File: src/rtl/vga_fb_arbiter_pkg.sv
// Shared definitions for the VGA framebuffer arbiter: geometry, bus widths and FSM encoding.
package vga_fb_pkg;

    localparam int H_VISIBLE = 640;
    localparam int V_VISIBLE = 480;
    localparam int ADDR_W    = 19;
    localparam int DATA_W    = 12;

    localparam logic [2:0] ST_IDLE      = 3'd0;
    localparam logic [2:0] ST_DISP_RD   = 3'd1;
    localparam logic [2:0] ST_DISP_WAIT = 3'd2;
    localparam logic [2:0] ST_CPU_WR    = 3'd3;
    localparam logic [2:0] ST_CPU_RD    = 3'd4;
    localparam logic [2:0] ST_CPU_WAIT  = 3'd5;

    typedef enum logic [2:0] {
        S_IDLE      = ST_IDLE,
        S_DISP_RD   = ST_DISP_RD,
        S_DISP_WAIT = ST_DISP_WAIT,
        S_CPU_WR    = ST_CPU_WR,
        S_CPU_RD    = ST_CPU_RD,
        S_CPU_WAIT  = ST_CPU_WAIT
    } state_e;

endpackage

File: src/rtl/vga_fb_arbiter_if.sv
// CPU request port and framebuffer RAM port of the arbiter, bundled as one bus.
import vga_fb_pkg::*;

interface vga_fb_arbiter_if #(
    parameter int AW = ADDR_W,
    parameter int DW = DATA_W
);
    // CPU: raise cpu_valid with cpu_we/cpu_addr/cpu_wdata and hold them all stable
    // until the one-cycle cpu_ready pulse; cpu_rdata is valid only in that cycle.
    logic          cpu_valid;
    logic          cpu_we;
    logic [AW-1:0] cpu_addr;
    logic [DW-1:0] cpu_wdata;
    logic          cpu_ready;
    logic [DW-1:0] cpu_rdata;

    logic          mem_en;
    logic          mem_we;
    logic [AW-1:0] mem_addr;
    logic [DW-1:0] mem_wdata;
    logic [DW-1:0] mem_rdata;

    modport slave (
        input  cpu_valid, cpu_we, cpu_addr, cpu_wdata,
        output cpu_ready, cpu_rdata,
        output mem_en, mem_we, mem_addr, mem_wdata,
        input  mem_rdata
    );

    modport master (
        output cpu_valid, cpu_we, cpu_addr, cpu_wdata,
        input  cpu_ready, cpu_rdata,
        input  mem_en, mem_we, mem_addr, mem_wdata,
        output mem_rdata
    );

endinterface

File: src/rtl/vga_fb_arbiter.sv
// Single-port framebuffer arbiter: display fetch has absolute priority over CPU access.
// Optional VGA_UNDERRUN_CNT_EN adds a saturating underrun event counter output.
module vga_fb_arbiter
    import vga_fb_pkg::*;
(
    input  logic              clk,
    input  logic              rst,
    input  logic              pixel_en,
    input  logic              pix_visible,
    input  logic              frame_start,
    output logic [DATA_W-1:0] rgb_out,
    output logic              underrun,
    input  logic              underrun_clr,
`ifdef VGA_UNDERRUN_CNT_EN
    output logic [15:0]       underrun_cnt,
`endif
    output state_e            dbg_state_o,
    vga_fb_arbiter_if.slave   bus
);

    state_e              state_q, state_d;
    logic                disp_req_q, disp_req_d;
    logic [ADDR_W-1:0]   disp_addr_q, disp_addr_d;
    logic [DATA_W-1:0]   rgb_q, rgb_d;
    logic [DATA_W-1:0]   cpu_rdata_q, cpu_rdata_d;
    logic                cpu_ready_q, cpu_ready_d;
    logic                underrun_q, underrun_d;
    logic                new_req;
    logic                underrun_evt;

    assign new_req      = pixel_en & pix_visible;
    // A fresh pixel while the previous one is still pending is dropped, not queued.
    assign underrun_evt = new_req & disp_req_q;

    always_comb begin
        state_d     = state_q;
        disp_req_d  = disp_req_q;
        disp_addr_d = disp_addr_q;
        rgb_d       = rgb_q;
        cpu_rdata_d = cpu_rdata_q;
        cpu_ready_d = 1'b0;
        underrun_d  = underrun_q;

        case (state_q)
            S_IDLE: begin
                if (disp_req_q | new_req) begin
                    state_d = S_DISP_RD;
                end else if (bus.cpu_valid & bus.cpu_we) begin
                    state_d = S_CPU_WR;
                end else if (bus.cpu_valid) begin
                    state_d = S_CPU_RD;
                end
            end
            S_DISP_RD: state_d = S_DISP_WAIT;
            S_DISP_WAIT: begin
                rgb_d       = bus.mem_rdata;
                disp_addr_d = disp_addr_q + ADDR_W'(1);
                state_d     = S_IDLE;
            end
            S_CPU_WR: begin
                cpu_ready_d = 1'b1;
                state_d     = S_IDLE;
            end
            S_CPU_RD: state_d = S_CPU_WAIT;
            S_CPU_WAIT: begin
                cpu_rdata_d = bus.mem_rdata;
                cpu_ready_d = 1'b1;
                state_d     = S_IDLE;
            end
            default: state_d = S_IDLE;
        endcase

        if (state_q == S_DISP_WAIT) begin
            disp_req_d = 1'b0;
        end else if (new_req) begin
            disp_req_d = 1'b1;
        end

        // Frame rewind overrides the post-fetch increment.
        if (frame_start) begin
            disp_addr_d = '0;
        end

        if (underrun_evt) begin
            underrun_d = 1'b1;
        end else if (underrun_clr) begin
            underrun_d = 1'b0;
        end
    end

    always_ff @(posedge clk) begin
        if (rst) begin
            state_q     <= S_IDLE;
            disp_req_q  <= 1'b0;
            disp_addr_q <= '0;
            rgb_q       <= '0;
            cpu_rdata_q <= '0;
            cpu_ready_q <= 1'b0;
            underrun_q  <= 1'b0;
        end else begin
            state_q     <= state_d;
            disp_req_q  <= disp_req_d;
            disp_addr_q <= disp_addr_d;
            rgb_q       <= rgb_d;
            cpu_rdata_q <= cpu_rdata_d;
            cpu_ready_q <= cpu_ready_d;
            underrun_q  <= underrun_d;
        end
    end

    // RAM strobes are a pure decode of the registered state.
    always_comb begin
        bus.mem_en    = 1'b0;
        bus.mem_we    = 1'b0;
        bus.mem_addr  = '0;
        bus.mem_wdata = '0;
        case (state_q)
            S_DISP_RD: begin
                bus.mem_en   = 1'b1;
                bus.mem_addr = disp_addr_q;
            end
            S_CPU_WR: begin
                bus.mem_en    = 1'b1;
                bus.mem_we    = 1'b1;
                bus.mem_addr  = bus.cpu_addr;
                bus.mem_wdata = bus.cpu_wdata;
            end
            S_CPU_RD: begin
                bus.mem_en   = 1'b1;
                bus.mem_addr = bus.cpu_addr;
            end
            default: ;
        endcase
    end

    assign rgb_out       = rgb_q;
    assign underrun      = underrun_q;
    assign bus.cpu_ready = cpu_ready_q;
    assign bus.cpu_rdata = cpu_rdata_q;
    assign dbg_state_o   = state_q;

`ifdef VGA_UNDERRUN_CNT_EN
    logic [15:0] ucnt_q;

    always_ff @(posedge clk) begin
        if (rst) begin
            ucnt_q <= '0;
        end else if (underrun_clr) begin
            ucnt_q <= underrun_evt ? 16'd1 : 16'd0;
        end else if (underrun_evt && (ucnt_q != 16'hFFFF)) begin
            ucnt_q <= ucnt_q + 16'd1;
        end
    end

    assign underrun_cnt = ucnt_q;
`endif

endmodule
File: src/flat_wrapper.sv
// flat-port wrapper written by rule: the top's interface ports become plain ports
module vga_fb_arbiter_flat import vga_fb_pkg::*;
  (clk, rst, pixel_en, pix_visible, frame_start, rgb_out, underrun, underrun_clr, dbg_state_o, bus_cpu_valid, bus_cpu_we, bus_cpu_addr, bus_cpu_wdata, bus_cpu_ready, bus_cpu_rdata, bus_mem_en, bus_mem_we, bus_mem_addr, bus_mem_wdata, bus_mem_rdata);
  vga_fb_arbiter_if bus_i ();
  input  logic clk;
  input  logic rst;
  input  logic pixel_en;
  input  logic pix_visible;
  input  logic frame_start;
  output logic [DATA_W-1:0] rgb_out;
  output logic underrun;
  input  logic underrun_clr;
  output state_e dbg_state_o;
  input wire logic [$bits(bus_i.cpu_valid)-1:0] bus_cpu_valid;
  input wire logic [$bits(bus_i.cpu_we)-1:0] bus_cpu_we;
  input wire logic [$bits(bus_i.cpu_addr)-1:0] bus_cpu_addr;
  input wire logic [$bits(bus_i.cpu_wdata)-1:0] bus_cpu_wdata;
  output wire logic [$bits(bus_i.cpu_ready)-1:0] bus_cpu_ready;
  output wire logic [$bits(bus_i.cpu_rdata)-1:0] bus_cpu_rdata;
  output wire logic [$bits(bus_i.mem_en)-1:0] bus_mem_en;
  output wire logic [$bits(bus_i.mem_we)-1:0] bus_mem_we;
  output wire logic [$bits(bus_i.mem_addr)-1:0] bus_mem_addr;
  output wire logic [$bits(bus_i.mem_wdata)-1:0] bus_mem_wdata;
  input wire logic [$bits(bus_i.mem_rdata)-1:0] bus_mem_rdata;
  assign bus_i.cpu_valid = bus_cpu_valid;
  assign bus_i.cpu_we = bus_cpu_we;
  assign bus_i.cpu_addr = bus_cpu_addr;
  assign bus_i.cpu_wdata = bus_cpu_wdata;
  assign bus_cpu_ready = bus_i.cpu_ready;
  assign bus_cpu_rdata = bus_i.cpu_rdata;
  assign bus_mem_en = bus_i.mem_en;
  assign bus_mem_we = bus_i.mem_we;
  assign bus_mem_addr = bus_i.mem_addr;
  assign bus_mem_wdata = bus_i.mem_wdata;
  assign bus_i.mem_rdata = bus_mem_rdata;
  vga_fb_arbiter u_core (.clk(clk), .rst(rst), .pixel_en(pixel_en), .pix_visible(pix_visible), .frame_start(frame_start), .rgb_out(rgb_out), .underrun(underrun), .underrun_clr(underrun_clr), .dbg_state_o(dbg_state_o), .bus(bus_i));
endmodule
File: config.mk
export PLATFORM = sky130hd
export DESIGN_NAME = vga_fb_arbiter_flat
export DESIGN_NICKNAME = d
export VERILOG_FILES = /design/src/rtl/vga_fb_arbiter_pkg.sv /design/src/rtl/vga_fb_arbiter_if.sv /design/src/rtl/vga_fb_arbiter.sv /design/src/flat_wrapper.sv
export SDC_FILE = /design/constraint.sdc
export NUM_CORES = 1
export LEC_CHECK = 0
export ABC_AREA = 1
export CORE_UTILIZATION = 35
export DETAILED_ROUTE_END_ITERATION = 10
export PLACE_DENSITY = 0.7
export SLEW_MARGIN = 25
export SYNTH_ARGS = -nofsm -noshare
export SYNTH_HDL_FRONTEND = slang
export SYNTH_SLANG_ARGS = --single-unit
File: constraint.sdc
create_clock -name clk -period 1.7 [get_ports clk]
set_input_delay 0.34 -clock clk [delete_from_list [all_inputs] [get_ports clk]]
set_output_delay 0.34 -clock clk [all_outputs]
set_load 0.01 [all_outputs]
==> flow_summary_export.csv <==
group,metric,value,unit
critical_path,cp_top_family,"buffers and inverters",
detailed_routing,postRouteWirelength,8270,um
yosys,synth_xor_xnor_area_share,0.3625,%
yosys,synth_compound_gate_area_share,14.50,%
yosys,synth_largest_type_area_fraction,40.60,%
sta,timing.final.setup_violations,33,
global_route,grt_remaining_overflow,0,
clock_tree,clockRootBuffer,"clkbuf_8",
critical_path,worst_path_max_delay_cell,"dfxtp_4",
sta,holdWs,467.3,ps
critical_path,worst-endpoint-required,1360,ps
yosys,synth.ff_latch_count,49,
pwr,worst_ir_drop_vdd,0.5365,mV
sta,layout_worst_path_cycle_share,117.8,%
die,die_h,85.09,um
clock_tree,cts-htree-levels,2,
yosys,yosys.area_share.simple,31.54,%
die,core_area,6495,um2
final_layout,antenna_diode_count,0,
sta,finalClockSkew,9.288,ps
placement,dp.final_hpwl,5377,um
yosys,synth.cell_area,2416,um2
run_status,violated_checks,"setup timing",
die,die_area,7239,um2
sta,grt_setup_unrepaired,"true",
final_layout,postLayoutCoreUtil,64.53,%
yosys,muxShareOfSynthArea,0,%
critical_path,path_class,"flop to output pin",
detailed_routing,drt_iter0_drcs,131,
clock_tree,tritoncts,"done",
run,max-cap-violations,0,
yosys,syn-num-nets,418,
yosys,synthesis.instances,366,
yosys,ys_async_sr_fraction,0,%
yosys,synth_top_cells_by_area,"dfxtp_1 41%, nand2_1 13%, inv_1 9.6%",
yosys,synth.largest_area_cell,"dfxtp_1",
final_layout,numnets_final,575,
run_status,status,"finished with violations",
yosys,synth.distinct_cells,24,
detailed_routing,drt_pass1_iterations,4,
yosys,mapped_avg_cell_area,6.601,um2
yosys,yosysWarningCount,0,
placement,place_congestion,0.8417,
die,dieWidth,85.09,um
critical_path,crit_path_max_incr_delay,370,ps
clock_tree,worst_setup_hold_path_clk_slew,100,ps
critical_path,crit_arrival,1660,ps
global_route,global_route.usage.total,21.85,%
clock_tree,cts_sinks,49,
sta,final_max_slew_viol_count,0,
yosys,synth_flop_cell,"dfxtp_1",
yosys,edff_count_synth,0,
yosys,synth_adder_area_share,0.5179,%
critical_path,crit_path_max_fanout,4,
placement,io_buffers,112,
yosys,yosysSeqAreaShare,40.60,%
global_route,number_of_global_route_vias_before_repair,2644,
clock_tree,clock_latency,310,ps
critical_path,critical_path.startpoint_type,"flop",
final_layout,layout-area-overhead-vs-synth,73.49,%
yosys,synth_top_family_by_area,"simple AND/OR/NAND/NOR gates",
global_route,grt_first_pass_wirelength,12510,um
clock_tree,tritoncts.num_buffers,5,
die,floorplan.io_pins,113,
global_route,grt_antenna_before_repair,0,
pwr,power_density,752.2,nW/um2
sta,worstMarginPinSlew,463.6,ps
sta,max_freq,499.5,MHz
sta,worst_slack,-302.2,ps
die,start_util,37.20,%
detailed_routing,final_antenna_net_count,0,
critical_path,worstSetupEndpointType,"output pin",
sta,final_hold_viol_count,0,
pwr,power.leakage,1.750,nW
clock_tree,number_of_buffers_on_the_longest_clock_path,2,
detailed_routing,via_count,2901,
yosys,synth.most_common_cell,"nand2_1",
hold_path,hold_crit_class,"flop to flop",
detailed_routing,route.detailed.wl_per_inst,13.76,um
critical_path,critical_path_buf_inv_count,6,
final_layout,final_layout_size_suffix_gt1_share,23.66,%
detailed_routing,detail_route.vias_per_cell,4.827,
die,std_cell_rows,29,
detailed_routing,drcViolationCount,0,
critical_path,timing.critical_path.cells,"inv_4, nand2_4, nor2_4, buf_6, buf_12, clkinvlp_4, buf_4, nor2_1, buf_2",
global_route,grt_start_max_net_pins,30,
sta,final_period_minus_worst_setup_slack,2002,ps
sta,timing.max_slew.rel_slack,69.02,%
yosys,yosys-top-cells-count,"84 x nand2_1, 62 x inv_1, 49 x dfxtp_1",
[sequential cells by signal, summed over array words and instances, names as in the netlist]
name,count
u_core.disp_addr_q,19
u_core.bus.cpu_rdata,12
u_core.rgb_out,12
u_core.dbg_state_o,3
u_core.bus.cpu_ready,1
u_core.disp_req_q,1
u_core.underrun,1
[worst reg2reg max path, stage by stage, from the launching register on]
cell     delay, ps
dfxtp_1        410
ha_1           220
inv_1           70
nor2_1         140
nand3_2        140
nor2_2         210
nand3_1         90
nand2_1         70
nor2_1          40
[final timing paths]
path                            slack, ps  depth (start not counted)                     end                  start
worst max-delay path                 -300                          9        bus_mem_wdata[4]  u_core.dbg_state_o[2]
worst min-delay path                  470                          2         u_core.underrun      u_core.disp_req_q
worst max register to register        220                          8  u_core.disp_addr_q[18]  u_core.disp_addr_q[0]
worst min register to register        470                          2         u_core.underrun      u_core.disp_req_q
[power breakdown]
part	internal, W	leakage, nW	total [W]	switching, W
clock network	0.000593	0.0687	0.00102	0.000430
logic	0.000492	1.28	0.000912	0.000419
registers	0.00119	0.398	0.00122	0.0000297
[cells by family (layout without fill, tap and decap cells)]
group           Yosys count  in the layout
flops                    49             49
simple gates            173            173
compound gates           65             65
buf+inv                  77            235
xor+xnor                  1              1
fa+ha+maj                 1              1
[routing by layer]
layer / track usage (%) / part of all wire [%] / wire length [um]
met1: 25.71 / 41 / 3416
met2: 38.27 / 50 / 4099
met3: 5.837 / 6.4 / 526
met4: 7.704 / 2.7 / 227
met5: 0 / 0 / 0
[final cells by class]
class | count | area (um2)
Clock buffer | 5 | 68.82
Clock inverter | 3 | 68.82
Fill cell | 561 | 2303
Inverter | 63 | 245.2
Multi-Input combinational cell | 240 | 1239
Sequential cell | 49 | 989.7
Tap cell | 77 | 96.34
Timing Repair Buffer | 162 | 1469
Timing Repair inverter | 2 | 15.01
[through the flow]
stage          instance area (um2)  cells  worst slack, ps  TNS, ps  power, W
6_report                      4192    601           -302.2    -7555  0.003153
5_1_grt                       4192    601           -393.9   -10170  0.003289
4_1_cts                       3976    586           -301.8    -6959  0.003016
3_5_place_dp                  3761    562           -255.9    -7652  0.001951
3_3_place_gp                  3761    562           -205.2    -5958  0.001945
2_1_floorplan                 2426    366           -10.62   -42.48  0.001528
[timing repair]
item / CTS / global route
hold buffers: 0 / 0
resized for setup: 152 / 37
setup buffers: 15 / 14
setup endpoints to repair: 36 / 34
gates cloned: 2 / 1
pin swaps: 8 / 5
[layout by cell type (no fill, tap or decap), types with 15 or more instances in the layout]
cell             Yosys  routed
nand3_1             21      21
buf_4                1      31
buf_6                0      15
inv_1               62      59
buf_2                7      30
nand2_1             84      82
a21oi_1             36      35
nor2_1              46      40
clkdlybuf4s50_1      0      76
dfxtp_1             49      46
No activity file was read; power rests on OpenSTA's default activity.
